[src/rtl/lsu_misalign_seq.sv]
`default_nettype none
// ============================================================================
//  Module      : lsu_misalign_seq
//  Description : Load/store sequencer that splits misaligned word and half
//                accesses into two word-aligned bus transactions and merges
//                the returned load data.
//  Ports       : clk_i/rst_i            clock, async active-high reset
//                lsu_*_i                request from the ID/EX pipeline
//                adder_result_ex_i      ALU address (first / incremented)
//                data_*                 word-aligned data bus (req/gnt/rvalid)
//                addr_incr_req_o        ALU operand-A select for phase 2
//                addr_last_o            byte address of the first phase
//                lsu_*_o                completion, load data, error
//                busy_o                 high whenever not IDLE
//  Revision    : 1.0  initial release
// ============================================================================
module lsu_misalign_seq (
    input  logic        clk_i,
    input  logic        rst_i,
    input  logic        lsu_req_i,
    input  logic        lsu_we_i,
    input  logic [1:0]  lsu_type_i,
    input  logic        lsu_sign_ext_i,
    input  logic [31:0] lsu_wdata_i,
    input  logic [31:0] adder_result_ex_i,
    output logic        data_req_o,
    input  logic        data_gnt_i,
    output logic [31:0] data_addr_o,
    output logic        data_we_o,
    output logic [3:0]  data_be_o,
    output logic [31:0] data_wdata_o,
    input  logic        data_rvalid_i,
    input  logic        data_err_i,
    input  logic [31:0] data_rdata_i,
    output logic        addr_incr_req_o,
    output logic [31:0] addr_last_o,
    output logic        lsu_resp_valid_o,
    output logic        lsu_rdata_valid_o,
    output logic        lsu_err_o,
    output logic [31:0] lsu_rdata_o,
    output logic        busy_o
);

    typedef enum logic [2:0] {
        IDLE  = 3'd0,
        GNT1  = 3'd1,
        RVAL1 = 3'd2,
        GNT2  = 3'd3,
        RVAL2 = 3'd4
    } state_t;

    state_t      state_q, state_d;
    logic [31:0] addr_last_q, wdata_q, rdata_q;
    logic [1:0]  type_q;
    logic        we_q, sext_q, split_q;

    logic        is_idle, latch_en, rdata_en, resp_valid, phase2, split_d;
    logic [1:0]  off, typ;
    logic        we_eff;
    logic [31:0] wdata_eff;
    logic [4:0]  sh;
    logic [5:0]  sh_inv;
    logic [31:0] x, rdata_ext;

    assign is_idle  = (state_q == IDLE);
    assign latch_en = is_idle & lsu_req_i;
    assign phase2   = (state_q == GNT2) || (state_q == RVAL2);

    // In IDLE the request is issued in the same cycle it arrives, so the bus
    // controls come straight from the inputs; afterwards from the latches.
    assign off       = is_idle ? adder_result_ex_i[1:0] : addr_last_q[1:0];
    assign typ       = is_idle ? lsu_type_i   : type_q;
    assign we_eff    = is_idle ? lsu_we_i     : we_q;
    assign wdata_eff = is_idle ? lsu_wdata_i  : wdata_q;
    assign sh        = {off, 3'b000};
    assign sh_inv    = 6'd32 - {1'b0, sh};

    always_comb begin
        split_d = 1'b0;
        if (lsu_type_i == 2'b00)      split_d = (adder_result_ex_i[1:0] != 2'b00);
        else if (lsu_type_i == 2'b01) split_d = (adder_result_ex_i[1:0] == 2'b11);
    end

    // ------------------------------------------------------------------ FSM
    always_comb begin
        state_d         = state_q;
        data_req_o      = 1'b0;
        addr_incr_req_o = 1'b0;
        resp_valid      = 1'b0;
        rdata_en        = 1'b0;
        case (state_q)
            IDLE: begin
                data_req_o = lsu_req_i;
                if (lsu_req_i) state_d = data_gnt_i ? RVAL1 : GNT1;
            end
            GNT1: begin
                data_req_o = 1'b1;
                if (data_gnt_i) state_d = RVAL1;
            end
            RVAL1: begin
                if (data_rvalid_i) begin
                    rdata_en = 1'b1;
                    if (split_q && !data_err_i) begin
                        state_d = GNT2;
                    end else begin
                        resp_valid = 1'b1;
                        state_d    = IDLE;
                    end
                end
            end
            GNT2: begin
                addr_incr_req_o = 1'b1;
                data_req_o      = 1'b1;
                if (data_gnt_i) state_d = RVAL2;
            end
            RVAL2: begin
                addr_incr_req_o = 1'b1;
                if (data_rvalid_i) begin
                    resp_valid = 1'b1;
                    state_d    = IDLE;
                end
            end
            default: state_d = IDLE;
        endcase
        // Reset forces IDLE asynchronously; also mask a pending lsu_req_i so
        // the bus request drops in the very cycle reset is asserted.
        data_req_o = data_req_o & ~rst_i;
    end

    always_ff @(posedge clk_i or posedge rst_i) begin
        if (rst_i) begin
            state_q     <= IDLE;
            addr_last_q <= 32'd0;
            wdata_q     <= 32'd0;
            rdata_q     <= 32'd0;
            type_q      <= 2'b00;
            we_q        <= 1'b0;
            sext_q      <= 1'b0;
            split_q     <= 1'b0;
        end else begin
            state_q <= state_d;
            if (latch_en) begin
                addr_last_q <= adder_result_ex_i;
                wdata_q     <= lsu_wdata_i;
                type_q      <= lsu_type_i;
                we_q        <= lsu_we_i;
                sext_q      <= lsu_sign_ext_i;
                split_q     <= split_d;
            end
            if (rdata_en) rdata_q <= data_rdata_i;
        end
    end

    // ------------------------------------------------------------ bus side
    assign data_addr_o = (is_idle || state_q == GNT2)
                       ? {adder_result_ex_i[31:2], 2'b00}
                       : {addr_last_q[31:2], 2'b00};
    assign data_we_o   = we_eff;
    // Rotate left by 8*o; the right-shift term vanishes when o = 0.
    assign data_wdata_o = (wdata_eff << sh) | (wdata_eff >> sh_inv);

    always_comb begin
        data_be_o = 4'b0000;
        if (phase2) begin
            data_be_o = (typ == 2'b00) ? (4'b1111 >> (3'd4 - {1'b0, off})) : 4'b0001;
        end else begin
            case (typ)
                2'b00:   data_be_o = 4'b1111 << off;
                2'b01:   data_be_o = 4'b0011 << off;
                default: data_be_o = 4'b0001 << off;
            endcase
        end
    end

    // ------------------------------------------------------------ load side
    // Split result is ({rdata, rdata_q} >> 8*o)[31:0] written as two shifts.
    assign x = (state_q == RVAL2)
             ? ((rdata_q >> sh) | (data_rdata_i << sh_inv))
             : (data_rdata_i >> sh);

    always_comb begin
        case (type_q)
            2'b00:   rdata_ext = x;
            2'b01:   rdata_ext = {{16{sext_q & x[15]}}, x[15:0]};
            default: rdata_ext = {{24{sext_q & x[7]}}, x[7:0]};
        endcase
    end

    assign lsu_resp_valid_o  = resp_valid;
    assign lsu_rdata_valid_o = resp_valid & ~we_q;
    assign lsu_err_o         = resp_valid & data_err_i;
    assign lsu_rdata_o       = (resp_valid & ~we_q) ? rdata_ext : 32'd0;
    assign addr_last_o       = addr_last_q;
    assign busy_o            = ~is_idle;

endmodule
`default_nettype wire

[config.mk]
export PLATFORM = sky130hd
export DESIGN_NAME = lsu_misalign_seq
export DESIGN_NICKNAME = d
export VERILOG_FILES = /design/src/rtl/lsu_misalign_seq.sv
export SDC_FILE = /design/constraint.sdc
export NUM_CORES = 1
export LEC_CHECK = 0
export ABC_AREA = 0
export CORE_ASPECT_RATIO = 1.4
export CORE_MARGIN = 2
export CORE_UTILIZATION = 29
export DETAILED_ROUTE_END_ITERATION = 10
export PLACE_DENSITY_LB_ADDON = 0.1
export SLEW_MARGIN = 10
export SYNTH_ARGS = -nofsm -noshare
export SYNTH_HDL_FRONTEND = slang
export SYNTH_SLANG_ARGS = --single-unit
export TNS_END_PERCENT = 5
[constraint.sdc]
create_clock -name clk_i -period 3.9 [get_ports clk_i]
set_clock_uncertainty 0.05 [all_clocks]
set_input_delay 0.78 -clock clk_i [delete_from_list [all_inputs] [get_ports clk_i]]
set_output_delay 0.78 -clock clk_i [all_outputs]
set_load 0.1 [all_outputs]
=== Yosys cells after proc, flatten, opt, wreduce, memory -nomap -nowiden ===
Index checks and enable logic that the tools add are counted.

* Register bits after elaboration: 104
* Bits of input ports: 106
* Output and inout bits: 139
* Logic and storage cells: 83

* Add/subtract/negate cells: 2
* Eq/ne operators: 13
* Shift operators: 9
* Mux-type cells: 28
* Bitwise logic cells: 11
* Reductions and logical operators: 12

{| class="wikitable"
|+ Operator list
! kind !! count
|-
| 2-to-1 mux 32 bit || 4
|-
| OR 32 bit || 2
|-
| one-hot mux 32 bit (2 select lines) || 1
|-
| right shift 32 x 5 -> 32 bit || 2
|-
| << shifter 32 x 5 -> 32 bit || 1
|-
| << shifter 32 x 6 -> 32 bit || 1
|-
| right shift 32 x 6 -> 32 bit || 1
|-
| 2-to-1 mux 3 bit || 5
|-
| one-hot mux 3 bit (5 select lines) || 1
|-
| inequality test 2 bit (second input constant) || 5
|-
| 2-to-1 mux 1 bit || 8
|-
| 2-to-1 mux 2 bit || 4
|-
| 2-to-1 mux 4 bit || 2
|-
| one-hot mux 4 bit (2 select lines) || 1
|-
| AND 1 bit || 6
|-
| == test 2 x 1 -> 1 bit (second input constant) || 3
|-
| == test 3 x 2 -> 1 bit (second input constant) || 2
|-
| zero test 2 bit || 3
|-
| subtractor 6 x 5 -> 6 bit (first input constant) || 1
|-
| AND reduction 5 bit || 1
|-
| one-hot mux 1 bit (2 select lines) || 2
|-
| OR reduction 2 bit || 2
|-
| << shifter 1 x 2 -> 4 bit (first input constant) || 1
|-
| << shifter 2 x 2 -> 4 bit (first input constant) || 1
|-
| 12 further kinds || 15
|}

=== Logic depth before layout (Yosys ltp) ===
* Word-level depth: 9
* Gate-level depth with buffers: 16

=== Worst setup path before layout ===
OpenSTA, ideal clock, no wires.

* Path kind: register to output
* From: register addr_last_q[1] (netlist: addr_last_o[1])
* To: output port lsu_rdata_o[12]
* Arrival time: 5485 ps
* Data required time: 3070 ps
* Setup slack: -2415 ps
* Cell stages (with the launch flop): 13
* Buffers on the path: 4
* Cell sequence: dfrtp_1 > clkbuf_1 > mux2i_2 > inv_2 > buf_1 > buf_1 > ha_1 > nor2b_1 > a221oi_1 > a221o_1 > a2bb2oi_2 > buf_2 > nor3_1

* Longest elaborated chain between the ends: 8
* Elaborated cells between the ends (all ways): 10

{| class="wikitable"
|+ RTL lines
! what !! RTL line !! text
|-
| start, declared || 53 || <nowiki>logic [31:0] addr_last_q, wdata_q, rdata_q;</nowiki>
|-
| start signal, assigned || 143 || <nowiki>addr_last_q <= adder_result_ex_i;</nowiki>
|-
| 2-to-1 mux 2 bit * || 71 || <nowiki>assign off = is_idle ? adder_result_ex_i[1:0] : addr_last_q[1:0];</nowiki>
|-
| subtractor 6 x 5 -> 6 bit || 76 || <nowiki>assign sh_inv = 6'd32 - {1'b0, sh};</nowiki>
|-
| << shifter 32 x 6 -> 32 bit || 178 || <nowiki>? ((rdata_q >> sh) | (data_rdata_i << sh_inv))</nowiki>
|-
| OR 32 bit || 178 ||
|-
| 2-to-1 mux 32 bit * || 178 ||
|-
| AND 1 bit || 185 || <nowiki>default: rdata_ext = {{24{sext_q & x[7]}}, x[7:0]};</nowiki>
|-
| one-hot mux 32 bit (2 select lines) * || 182 || <nowiki>case (type_q)</nowiki>
|-
| 2-to-1 mux 32 bit * || 192 || <nowiki>assign lsu_rdata_o = (resp_valid & ~we_q) ? rdata_ext : 32'd0;</nowiki>
|-
| end, declared || 40 || <nowiki>output logic [31:0] lsu_rdata_o,</nowiki>
|}

Mark *: on every way between the ends. The rest lies on a longest branch, timed or not.

=== Worst setup path in the final report ===
* From: input port adder_result_ex_i[1]
* To: output port lsu_rdata_o[18]

* Longest elaborated chain between the ends: 8
* Elaborated cells between the ends (all ways): 11

{| class="wikitable"
|+ RTL lines
! what !! RTL line !! text
|-
| start, declared || 25 || <nowiki>input logic [31:0] adder_result_ex_i,</nowiki>
|-
| 2-to-1 mux 2 bit * || 71 ||
|-
| subtractor 6 x 5 -> 6 bit || 76 ||
|-
| << shifter 32 x 6 -> 32 bit || 178 ||
|-
| OR 32 bit || 178 ||
|-
| 2-to-1 mux 32 bit * || 178 ||
|-
| AND 1 bit, on equally long branches || 185, 184 ||
|-
| one-hot mux 32 bit (2 select lines) * || 182 ||
|-
| 2-to-1 mux 32 bit * || 192 ||
|}

Marks and branches as above.

==> reports/qor.txt <==
initial antenna violation count: 1
htree depth: 3
Die ar.: 29,170 um2
RSZ-0062 raised after global routing: true
Sink Count: 104
Final HPWL DP: 25.37 mm
Ys Warns: 0
placed cell areas: 12,760 um2
placed insts: 1,558
share of layout cells above drive strength 1: 0.3485
slowest cell on the critical path: clkdlybuf4s50_1
IO Port Bufs: 242
number of enable flip-flop cells after synthesis: 0
Rows: 72
Finished Core Util: 0.4780
Max-Cap Viols: 0
CTS tree: done
Synth async-reset ratio: 1.000
Final nets: 1,307
Clock Tree Root: clkbuf_16
Tcrit/Tclk final: 1.013
core area: 27,480 um2
vias: 8,387
Hold Path Class: flip-flop to flip-flop
largest net degree at the start of global routing: 57
status: finished with violations
final setup fails: 18
DRT iter0 DRCs: 381
fmax: 253.0 MHz
share of the synthesized area in the top cell type: 0.3228
crit-path most repeated cell: buf_12
DRT Pass-1 Iters: 5
routed wire length: 33.78 mm
slowest stage delay, CP: 0.46 ns
first-pass GRT wire length: 51.66 mm
Worst-Margin Slew: 1.052 ns
#FFs+latches synth: 104
Cells after Synth: 944
post-layout min period: 3.953 ns
# DRC: 0
syn avg cell area: 8.540 um2
die span in x: 144.9 um
Synth cell types: 45
critical setup path kind: primary input to output pin
P&R area growth vs syn: 62.91%
worst path required time: 3.07 ns
Fin. Hold Viols: 0
Clock Latency Late Sink: 0.36 ns
CTS max path bufs: 2
Final Wtd Congestion: 0.9030
commonest register cell after synthesis: dfrtp_1
Worst-path clk slew: 0.07 ns
grt total ovfl: 0
vias in the first global route: 8,680
Top Ports: 245
cell area after synthesis: 8061 um2
CP max FO: 9
Initial Util: 0.2934
Final Worst Setup Slack: -0.05261 ns
DR vias/cell: 5.322
CP startpoint kind: primary input
Design Area, Final: 13,130 um2
Post-Layout Cell Count: 1,576
most area-consuming cells after synthesis: dfrtp_1 (32%), mux2_2 (20%), nand2_1 (8.7%)
total CTS buffers: 9
critical path arrival: 3.12 ns
post-route ant nets: 0
Yosys top cell by area: dfrtp_1
Critical Path, Cell by Cell: clkdlybuf4s50_1, mux2i_4, inv_2, ha_4, nor2b_4, a221oi_2, a221o_1, a2bb2oi_4, buf_12, buf_12, a31oi_4, buf_12
critical path capture point type: output pin
fin. max-slew vios: 0
fill count: 2,627
Total GRT Usage: 0.2283
violated checks: negative setup slack
average wire per standard cell: 21.43 um
slew margin rel.: 0.2966
Seq/Total Area, Yosys: 0.3228
DIE HEIGHT: 201.3 um
==> cell usage after synthesis (all sizes together), types with 11 or more instances <==
cell type	count
a22oi	15
o22ai	11
o21ai	36
clkbuf	58
a21o	15
nor2b	13
buf	22
a21oi	78
nand3	20
a221o	14
mux2	144
mux2i	56
dfrtp	104
nor2	63
a31oi	11
a211oi	13
nand2	187
==> sequential cells by signal, summed over array words and instances, names as in the netlist <==
signal and cells:
split_q 1, addr_last_o 32, rdata_q 32, type_q 2, we_q 1, sext_q 1, state_q 3, wdata_q 32
==> layer usage <==
layer,global-route usage,part of all wire
met5,0,0
met4,0.1075,0.047
met3,0.04989,0.062
met2,0.4121,0.51
met1,0.2544,0.38
==> worst paths after layout <==
check / start / to / slack (ns) / cells past startpoint
worst max-delay path: adder_result_ex_i[1] / lsu_rdata_o[18] / -0.05 / 12
worst min-delay path: rdata_q[3] / rdata_q[3] / 0.46 / 1
worst max register to register: state_q[0] / wdata_q[18] / 1.70 / 5
worst min register to register: rdata_q[3] / rdata_q[3] / 0.46 / 1
max in group asynchronous: rst_i / rdata_q[2] / 2.40 / 3
min in group asynchronous: rst_i / addr_last_o[10] / 0.69 / 2
==> cell type report <==
class	instances	area, um2	share of cell area
antenna	1	2.502	0.0001905
clock buffer	11	242.7	0.01848
clock inverter	5	38.79	0.002954
inverter	10	43.79	0.003335
multi-input combinational	751	5644	0.4298
sequential	104	2605	0.1984
tap	370	462.9	0.03525
timing repair buffer	324	4093	0.3116
==> critical path, delay by kind of cell <==
kind | cells | cell delay [ns]
AOI/OAI and AO/OA | 4 | 0.74
buffers and inverters | 5 | 1.04
muxes | 1 | 0.17
adders and majority gates | 1 | 0.26
and+or+nand+nor | 1 | 0.12
==> cell usage in the layout, fill, tap and decap left out, drive strengths merged, types with 2 or more instances in the layout <==
cell           count
and2               4
mux2i             56
buf              189
clkdlybuf4s50    134
or2                2
a221o             14
a31oi             11
o22a               9
nand3             20
o22ai             11
a211oi            13
clkbuf            11
a2111oi            7
nand2b             4
nand3b             3
mux2             144
a21oi             78
nor2              63
o211ai             8
o31a               8
nand2            187
inv               12
o221ai             3
nor2b             13
or3                2
o21ai             36
a221oi             9
a22oi             15
nor3               9
dfrtp            104
a21o              15
clkinvlp           2
conb               2
==> through the flow <==
| stage | worst slack (ns) | hold slack (ns) | setup TNS [ns] |
|---|---|---|---|
| global route | -0.1651 | 0.4676 | -2.842 |
| CTS | -0.05552 | 0.4631 | -0.6030 |
| global placement | -0.1915 | 0.4402 | -4.586 |
| detailed placement | -0.2418 | 0.4457 | -5.706 |
| finish | -0.05261 | 0.4608 | -0.5322 |
| floorplan | -0.4171 | 0.4300 | -17.43 |
==> repair_timing <==
| item | CTS | global route |
|---|---|---|
| resized for setup | 6 | 17 |
| setup endpoints to repair | 32 | 44 |
| pin swaps | 1 | 0 |
| hold buffers | 0 | 0 |
| buffers inserted | 1 | 0 |
| cloned | 0 | 0 |
==> cell families (layout without fill, tap and decap cells) <==
logic type | count (synthesis) | count (layout) | synth area share
and+or+nand+nor | 308 | 308 | 0.1600
AOI/OAI and AO/OA | 239 | 239 | 0.1965
muxes | 200 | 200 | 0.2711
DFF | 104 | 104 | 0.3228
buffers and inverters | 90 | 350 | 0.04625
adders and majority gates | 2 | 2 | 0.002794
other | 1 | 3 | 0.0004652
Power is not shown: default switching activity piles up to over one toggle a cycle in this logic, so the estimate is an artifact.
